**src/rtl/bram_port_sequencer_if.sv**
```systemverilog
// Client-side command/stream handshakes and single-port BRAM pins of the port sequencer.
// The master modport is the sequencer's view; slave is the client/RAM environment's view.
interface bram_port_sequencer_if #(
    parameter int AW = 6,
    parameter int DW = 16
);
    logic          cmd_valid;
    logic          cmd_ready;
    logic          cmd_write;
    logic [AW-1:0] cmd_addr;
    logic [AW-1:0] cmd_len;

    logic          wr_valid;
    logic          wr_ready;
    logic [DW-1:0] wr_data;

    logic          rd_valid;
    logic          rd_ready;
    logic [DW-1:0] rd_data;

    logic          done;

    logic          ram_en;
    logic          ram_we;
    logic [AW-1:0] ram_addr;
    logic [DW-1:0] ram_di;
    logic [DW-1:0] ram_do;

    modport master (
        input  cmd_valid, cmd_write, cmd_addr, cmd_len,
        input  wr_valid, wr_data,
        input  rd_ready,
        input  ram_do,
        output cmd_ready, wr_ready, rd_valid, rd_data, done,
        output ram_en, ram_we, ram_addr, ram_di
    );

    modport slave (
        output cmd_valid, cmd_write, cmd_addr, cmd_len,
        output wr_valid, wr_data,
        output rd_ready,
        output ram_do,
        input  cmd_ready, wr_ready, rd_valid, rd_data, done,
        input  ram_en, ram_we, ram_addr, ram_di
    );
endinterface

```
**src/rtl/bram_port_sequencer.sv**
```systemverilog
// Burst sequencer for a single-port no-change BRAM: streams writes in, streams reads out
// through a 2-entry skid FIFO sized by a credit rule so the 1-cycle RAM latency never overflows.
//
// state | meaning
// IDLE  | waiting for a command, cmd_ready high
// WRITE | one RAM write per accepted wr_data word
// READ  | issuing reads while remaining > 0 and FIFO credit is available
module bram_port_sequencer #(
    parameter int AW = 6,
    parameter int DW = 16
) (
    input  logic                  clk,
    input  logic                  rst,
    bram_port_sequencer_if.master bus
);

    typedef enum logic [1:0] {
        IDLE  = 2'd0,
        WRITE = 2'd1,
        READ  = 2'd2
    } state_t;

    localparam logic [AW:0]   DEPTH = {1'b1, {AW{1'b0}}};
    localparam logic [AW:0]   ONE_R = 1;
    localparam logic [AW-1:0] ONE_A = 1;

    state_t        state_q, state_d;
    logic [AW-1:0] addr_q, addr_d;
    logic [AW:0]   remaining_q, remaining_d;
    logic          inflight_q, inflight_d;
    logic          last_q, last_d;
    logic          done_wr_q, done_wr_d;

    logic [DW-1:0] fifo_q [2];
    logic          head_q, tail_q;
    logic [1:0]    occ_q;

    logic          push, pop, issue, last_word;
    logic [1:0]    credit;

    always_ff @(posedge clk) begin
        if (rst) begin
            state_q <= IDLE;
        end else begin
            state_q <= state_d;
        end
    end

    always_comb begin
        state_d       = state_q;
        addr_d        = addr_q;
        remaining_d   = remaining_q;
        inflight_d    = 1'b0;
        last_d        = 1'b0;
        done_wr_d     = 1'b0;
        issue         = 1'b0;

        bus.cmd_ready = 1'b0;
        bus.wr_ready  = 1'b0;
        bus.ram_en    = 1'b0;
        bus.ram_we    = 1'b0;
        bus.ram_addr  = '0;
        bus.ram_di    = '0;

        pop       = (occ_q != 2'd0) && bus.rd_ready;
        push      = inflight_q;
        // Words already owned by the FIFO (stored or landing) after this cycle's pop.
        credit    = occ_q + {1'b0, inflight_q} - {1'b0, pop};
        last_word = (remaining_q == ONE_R);

        case (state_q)
            IDLE: begin
                bus.cmd_ready = 1'b1;
                if (bus.cmd_valid) begin
                    addr_d      = bus.cmd_addr;
                    remaining_d = (bus.cmd_len == '0) ? DEPTH : {1'b0, bus.cmd_len};
                    state_d     = bus.cmd_write ? WRITE : READ;
                end
            end
            WRITE: begin
                bus.wr_ready = 1'b1;
                bus.ram_en   = bus.wr_valid;
                bus.ram_we   = bus.wr_valid;
                bus.ram_addr = addr_q;
                bus.ram_di   = bus.wr_data;
                if (bus.wr_valid) begin
                    addr_d      = addr_q + ONE_A;
                    remaining_d = remaining_q - ONE_R;
                    if (last_word) begin
                        state_d   = IDLE;
                        done_wr_d = 1'b1;
                    end
                end
            end
            READ: begin
                bus.ram_addr = addr_q;
                if ((remaining_q != '0) && (credit < 2'd2)) begin
                    issue       = 1'b1;
                    bus.ram_en  = 1'b1;
                    inflight_d  = 1'b1;
                    last_d      = last_word;
                    addr_d      = addr_q + ONE_A;
                    remaining_d = remaining_q - ONE_R;
                    if (last_word) begin
                        state_d = IDLE;
                    end
                end
            end
            default: state_d = IDLE;
        endcase

        if (rst) begin
            bus.cmd_ready = 1'b0;
            bus.wr_ready  = 1'b0;
            bus.ram_en    = 1'b0;
            bus.ram_we    = 1'b0;
            bus.ram_addr  = '0;
            bus.ram_di    = '0;
            issue         = 1'b0;
        end
    end

    always_ff @(posedge clk) begin
        if (rst) begin
            addr_q      <= '0;
            remaining_q <= '0;
            inflight_q  <= 1'b0;
            last_q      <= 1'b0;
            done_wr_q   <= 1'b0;
            head_q      <= 1'b0;
            tail_q      <= 1'b0;
            occ_q       <= 2'd0;
        end else begin
            addr_q      <= addr_d;
            remaining_q <= remaining_d;
            inflight_q  <= inflight_d;
            last_q      <= last_d;
            done_wr_q   <= done_wr_d;
            if (push) begin
                tail_q <= ~tail_q;
            end
            if (pop) begin
                head_q <= ~head_q;
            end
            occ_q <= occ_q + {1'b0, push} - {1'b0, pop};
        end
    end

    // FIFO storage carries no reset; occupancy alone decides what is valid.
    always_ff @(posedge clk) begin
        if (!rst && push) begin
            fifo_q[tail_q] <= bus.ram_do;
        end
    end

    assign bus.rd_valid = !rst && (occ_q != 2'd0);
    assign bus.rd_data  = fifo_q[head_q];
    assign bus.done     = !rst && (done_wr_q || (inflight_q && last_q));

endmodule
```
**src/flat_wrapper.sv**
```systemverilog
// flat-port wrapper written by rule: the top's interface ports become plain ports
module bram_port_sequencer_flat 
#(
    parameter int AW = 6,
    parameter int DW = 16
)
  (clk, rst, bus_cmd_valid, bus_cmd_write, bus_cmd_addr, bus_cmd_len, bus_wr_valid, bus_wr_data, bus_rd_ready, bus_ram_do, bus_cmd_ready, bus_wr_ready, bus_rd_valid, bus_rd_data, bus_done, bus_ram_en, bus_ram_we, bus_ram_addr, bus_ram_di);
  bram_port_sequencer_if #(.AW(AW), .DW(DW)) bus_i ();
  input  logic clk;
  input  logic rst;
  input wire logic [$bits(bus_i.cmd_valid)-1:0] bus_cmd_valid;
  input wire logic [$bits(bus_i.cmd_write)-1:0] bus_cmd_write;
  input wire logic [$bits(bus_i.cmd_addr)-1:0] bus_cmd_addr;
  input wire logic [$bits(bus_i.cmd_len)-1:0] bus_cmd_len;
  input wire logic [$bits(bus_i.wr_valid)-1:0] bus_wr_valid;
  input wire logic [$bits(bus_i.wr_data)-1:0] bus_wr_data;
  input wire logic [$bits(bus_i.rd_ready)-1:0] bus_rd_ready;
  input wire logic [$bits(bus_i.ram_do)-1:0] bus_ram_do;
  output wire logic [$bits(bus_i.cmd_ready)-1:0] bus_cmd_ready;
  output wire logic [$bits(bus_i.wr_ready)-1:0] bus_wr_ready;
  output wire logic [$bits(bus_i.rd_valid)-1:0] bus_rd_valid;
  output wire logic [$bits(bus_i.rd_data)-1:0] bus_rd_data;
  output wire logic [$bits(bus_i.done)-1:0] bus_done;
  output wire logic [$bits(bus_i.ram_en)-1:0] bus_ram_en;
  output wire logic [$bits(bus_i.ram_we)-1:0] bus_ram_we;
  output wire logic [$bits(bus_i.ram_addr)-1:0] bus_ram_addr;
  output wire logic [$bits(bus_i.ram_di)-1:0] bus_ram_di;
  assign bus_i.cmd_valid = bus_cmd_valid;
  assign bus_i.cmd_write = bus_cmd_write;
  assign bus_i.cmd_addr = bus_cmd_addr;
  assign bus_i.cmd_len = bus_cmd_len;
  assign bus_i.wr_valid = bus_wr_valid;
  assign bus_i.wr_data = bus_wr_data;
  assign bus_i.rd_ready = bus_rd_ready;
  assign bus_i.ram_do = bus_ram_do;
  assign bus_cmd_ready = bus_i.cmd_ready;
  assign bus_wr_ready = bus_i.wr_ready;
  assign bus_rd_valid = bus_i.rd_valid;
  assign bus_rd_data = bus_i.rd_data;
  assign bus_done = bus_i.done;
  assign bus_ram_en = bus_i.ram_en;
  assign bus_ram_we = bus_i.ram_we;
  assign bus_ram_addr = bus_i.ram_addr;
  assign bus_ram_di = bus_i.ram_di;
  bram_port_sequencer #(.AW(AW), .DW(DW)) u_core (.clk(clk), .rst(rst), .bus(bus_i));
endmodule
```
**config.mk**
```make
export PLATFORM = sky130hd
export DESIGN_NAME = bram_port_sequencer_flat
export DESIGN_NICKNAME = d
export VERILOG_FILES = /design/src/rtl/bram_port_sequencer_if.sv /design/src/rtl/bram_port_sequencer.sv /design/src/flat_wrapper.sv
export SDC_FILE = /design/constraint.sdc
export NUM_CORES = 1
export LEC_CHECK = 0
export BUFFER_PORTS_ARGS = -buffer_cell sky130_fd_sc_hd__buf_2
export CAP_MARGIN = 40
export CORE_ASPECT_RATIO = 1.1
export CORE_MARGIN = 2
export CORE_UTILIZATION = 33
export DETAILED_ROUTE_END_ITERATION = 10
export SLEW_MARGIN = 15
export SYNTH_ARGS = -nofsm -noshare
export SYNTH_HDL_FRONTEND = slang
export SYNTH_SLANG_ARGS = --single-unit
export TNS_END_PERCENT = 30
```
**constraint.sdc**
```tcl
create_clock -name clk -period 3.05 [get_ports clk]
set_clock_uncertainty 0.2 [all_clocks]
set_input_delay 0.1525 -clock clk [delete_from_list [all_inputs] [get_ports clk]]
set_output_delay 0.1525 -clock clk [all_outputs]
set_load 0.05 [all_outputs]
```
---- Yosys cells after proc, flatten, opt, wreduce, memory -nomap -nowiden ----
Memory sizes are Yosys's and may differ from the RTL's. A register that Yosys moved wholly into a read port is not among the register bits.
Index checks and enable logic that the tools add are counted.
word-level totals
  register bits ........................... 22
  bits in latches ......................... 0
  bits in writable memories ............... 32
  memory bits (read-only) ................. 0
  bits of input ports ..................... 50
  output and inout bits ................... 44
  word-level logic and storage cells ...... 79
  memories kept ........................... 1
cells by class
  $add $sub $neg .......................... 4
  $mul .................................... 0
  divide/modulo/power cells ............... 0
  $lt $le $gt $ge ......................... 1
  equal/unequal tests ..................... 6
  shift-type cells ........................ 0
  multiplexer cells ....................... 33
  bitwise logic cells ..................... 6
  reduce and logical (&&, ||, !) cells .... 19
memories
  name           depth  width  read ports  clocked after Yosys merged registers in  write ports  line                       RTL
  u_core.fifo_q  2      16     1           1                                        1            bram_port_sequencer.sv:34  logic [DW-1:0] fifo_q [2];
operators with widths
  operator                                                            count
  16-bit two-way mux                                                  2
  6-bit two-way mux                                                   5
  7-bit two-way mux                                                   4
  7-bit case mux with 3 select lines                                  1
  6-bit case mux with 3 select lines                                  1
  1-bit two-way mux                                                   13
  2-bit two-way mux                                                   5
  7-bit by 1-bit == test with 1-bit output, second input constant     1
  7-bit nonzero test                                                  1
  7-bit by 1-bit subtractor with 7-bit output, second input constant  1
  6-bit by 1-bit adder with 6-bit output, second input constant       1
  1-bit logical AND                                                   6
  6-bit logical NOT                                                   1
  1-bit NOT                                                           6
  2-bit case mux with 3 select lines                                  1
  3-bit OR reduction                                                  2
  2-bit != test, second input constant                                2
  4-bit AND reduction                                                 1
  2-bit OR reduction                                                  2
  3-bit AND reduction                                                 1
  3-bit nonzero test                                                  1
  2-bit by 1-bit adder with 2-bit output                              1
  2-bit by 1-bit == test with 1-bit output, second input constant     1
  2-bit == test, second input constant                                1
  other kinds (8)                                                     8

---- Logic depth before layout (Yosys ltp) ----
  depth in word-level cells ............... 8
  mapped depth ............................ 10
  gate-level depth less buffers ........... 9

---- Worst setup path before layout ----
No wires, ideal clock.
  path kind ............................... flip-flop to output port
  from .................................... register u_core.occ_q[1]
  to ...................................... output port bus_ram_en
  data arrival time ....................... 2.679 ns
  required time ........................... 2.697 ns
  slack ................................... 0.019 ns
  stages on the path, launching flop included .. 9
  buffers on the path ..................... 0
  path through ............................ dfxtp_1 > nor2_1 > nor2b_1 > ha_1 > inv_1 > ha_1 > xnor3_1 > o311ai_1 > a21boi_0
between the ends
  longest elaborated chain between the ends .. 8
  elaborated cells on any way between the ends .. 9
  those cells by class .................... add/sub: 2; order compare: 1; mux: 3; reduce/logical: 3
RTL lines
  element                                      line                        RTL
  from (decl)                                  bram_port_sequencer.sv:36   logic [1:0] occ_q;
  from (signal assigned)                       bram_port_sequencer.sv:145  occ_q <= occ_q + {1'b0, push} - {1'b0, pop};
  2-bit nonzero test                           bram_port_sequencer.sv:65   pop = (occ_q != 2'd0) && bus.rd_ready;
  1-bit logical AND                            bram_port_sequencer.sv:65
  named net u_core.pop                         bram_port_sequencer.sv:38   logic push, pop, issue, last_word;
  2-bit by 1-bit subtractor with 2-bit output  bram_port_sequencer.sv:68   credit = occ_q + {1'b0, inflight_q} - {1'b0, pop};
  2-bit less-than comparator                   bram_port_sequencer.sv:97   if ((remaining_q != '0) && (credit < 2'd2)) begin
  1-bit logical AND                            bram_port_sequencer.sv:97
  1-bit two-way mux                            bram_port_sequencer.sv:97
  1-bit case mux with 2 select lines           bram_port_sequencer.sv:71   case (state_q)
  1-bit two-way mux                            bram_port_sequencer.sv:112  if (rst) begin
  to (decl)                                    flat_wrapper.sv:24          output wire logic [$bits(bus_i.ram_en)-1:0] bus_ram_en;
The timed path passes the listed nets, and every way through them passes these cells.

---- Worst setup path in the final report ----
Same ends and word-level chain as after synthesis.

==> flow_summary.ini <==
[run_status]
status = completed

[sta]
tightest_slew_ps = 789.9
period_share_pct = 91.43
max_freq_mhz = 358.6
timing.slew.headroom_pct = 47.23
fin_crit_ps = 2789
rsz0062_at_grt = false
layout_setup_ws_ps = 261.5
fin_setup_tns_ps = 0
setup_violations = 0
finalHoldViolations = 0
final-max-slew-violation-count = 0

[clocking]
cts_hold_buf = 24
postCtsSetupRepairBufs = 0
clkSinkCount = 55
cts_tree = built
postCtsResizedCells = 0
htreeDepth = 2
clockRootBuffer = clkbuf_8
ctsLongestPathBuffers = 2
clk_pin_slew_ps = 100
clk_latency_ps = 300
numCtsBuffers = 5

[synthesis]
synth_area_sq_um = 2720
yosysWarnings = 0
ys.flop_type = edfxtp_1
synth_largest_area_cell = edfxtp_1
postSynthAreaPerCell_sq_um = 11.29
synth_fp_nets = 301
ys_types = 45
synth.top_cell.area_share_pct = 35.33
ys_seq_area_share_pct = 52.25
syn_inst = 241
ys_top_cells_by_area = edfxtp_1, dfxtp_1, mux2_2, ha_1, and2_1
yosys_register_bits = 55
synth_edf_count = 32
async_flop_share_pct = 0

[critical_path]
path_class = reg -> out
cp.arrival_ps = 2440
slowest_stage = xnor3_1
critPathMaxFanout = 4
max_stage_delay_ps = 470
end_kind = primary output
start_kind = register
path_common_cell = ha_1
worstPathRequired_ps = 2700
crit_path_cell_trace = nor2_1 -> nor2b_1 -> ha_1 -> inv_1 -> ha_1 -> xnor3_1 -> o311ai_1 -> a21boi_0 -> buf_2

[layout]
area.sequential_sq_um = 1421
drive_gt1_share_pct = 35.65
multi_input_area_sq_um = 1191
mostFrequentLayoutCell = buf_2
nets = 418
post-route-util_pct = 45.75
final_cell_mix = buf_2, edfxtp_1, dlygate4sd3_1
design_area_sq_um = 3640
n_antenna_cell = 0
fillers = 761
area_delta_synth_final_pct = 33.81

[grt]
grt_overflow_total = 0
grt_pass1_vias = 2234
grt_max_degree = 28
antenna_found_initial = 0
grt_pass1_wl_mm = 10.34
grt_usage_pct = 14.01

[route]
drcViolationCount = 0
dr.pass1.iters = 4
viasPerCell = 4.822
ant_nets = 0
wl_per_cell_microns = 13.30
drt_iter0_drc = 53
vias = 2252
routed_wirelength_mm = 6.211

[floorplan]
io_pins = 94
start_util_pct = 34.19
die_w_microns = 90.57
coreArea_sq_um = 7955
dieArea_sq_um = 8986
die-height_microns = 99.22
fp-row-count = 34

[placement]
post-place-ws_ps = 330.7
port-buffer-count = 93
place_congestion = 0.7628
hpwlAfterDp_mm = 4.336
placed_cell_area_sq_um = 3311

[run]
drv_cap = 0

[pwr]
clock_power_share_pct = 12.8
seqPwrFrac_pct = 34.9
power.internal_uw = 1663
ir_drop_mv = 0.3831
combPwrFrac_pct = 52.2
power_leakage_uw = 0.001537
power.density_nw_per_um2 = 839.0
switching_power_uw = 1391
swShare_pct = 45.54

[min_path]
hold_class = in -> reg
==> Yosys cell counts, types with 2 or more instances <==
cell type   n
edfxtp_1   32
dfxtp_1    23
nor2_1     19
and2_1     17
mux2_2     16
inv_1      13
and3_1     10
ha_1       10
clkbuf_1    9
nand2_1     9
nor2b_1     9
nor3_1      7
o311ai_1    7
a21oi_1     6
o31ai_1     6
a211oi_1    4
mux2i_1     3
o32ai_1     3
a2111oi_0   2
a2bb2oi_1   2
a311oi_1    2
a31o_1      2
buf_1       2
nand3_1     2
nor3b_1     2
nor4_1      2
o21ai_0     2
o41ai_1     2
xnor2_1     2
==> per-layer routing <==
| layer | GRT usage (%) | up-vias | share of wire (%) |
|---|---|---|---|
| met5 | 0 | - | 0 |
| met4 | 3.550 | 0 | 0.76 |
| met2 | 23.71 | 63 | 48 |
| met3 | 3.258 | 4 | 5.0 |
| met1 | 18.17 | 1056 | 46 |
| li1 | - | 1129 | - |
==> worst paths after layout <==
kind,slack [ps],from,end,cells past startpoint
setup / recovery,260,u_core.occ_q[1],bus_ram_en,9
hold / removal,5,bus_cmd_addr[3],u_core.addr_q[3],3
setup reg to reg,320,u_core.occ_q[1],u_core.remaining_q[0],9
hold reg to reg,290,u_core.addr_q[5],u_core.addr_q[5],2
==> power groups by stage <==
| stage | Clock (uW) | Combinational, uW | Sequential (uW) |
|---|---|---|---|
| 3_3_place_gp | 0 | 1560 | 1080 |
| 5_1_grt | 443 | 1740 | 1090 |
| 4_1_cts | 410 | 1600 | 1070 |
| 3_5_place_dp | 0 | 1570 | 1080 |
| 6_report | 391 | 1600 | 1070 |
| 2_1_floorplan | 0 | 1280 | 1020 |
==> layout make-up <==
class / count / share of cell area, %
Multi-Input combinational cell: 159 / 32.73
Clock inverter: 3 / 0.5500
Sequential cell: 55 / 39.05
Timing Repair Buffer: 123 / 20.63
Inverter: 14 / 1.444
Tap cell: 108 / 3.713
Clock buffer: 5 / 1.891
==> registers in the layout, indices dropped and copies added (netlist names), 2 cells and up, named ones only <==
name                count
u_core.addr_q           6
u_core.fifo_q          32
u_core.occ_q            2
u_core.remaining_q      7
u_core.state_q          2
==> kinds of logic after synthesis <==
family	share of synthesized area, %
AOI/OAI and AO/OA	13.75
adders and majority gates	4.600
buffers and inverters	4.140
DFF	52.25
and+or+nand+nor	16.05
muxes	7.728
xor gates and xnor gates	1.472
==> worst max-delay path: cells and delay by family, from the launching register on <==
| family | cells | cell delay (ps) |
|---|---|---|
| compound gates | 2 | 340 |
| xor+xnor | 1 | 470 |
| fa+ha+maj | 2 | 440 |
| buf+inv | 2 | 330 |
| flops | 1 | 340 |
| simple gates | 2 | 230 |
==> through the flow <==
step,power [uW],hold WS (ps),cells
after floorplan,2301,51.37,241
after global placement,2639,141.9,435
after detailed placement,2653,147.6,435
after CTS,3078,0.1779,467
after global routing,3276,29.84,467
final,3054,5.036,467
Note: power is estimated with default switching activity, not from simulation.
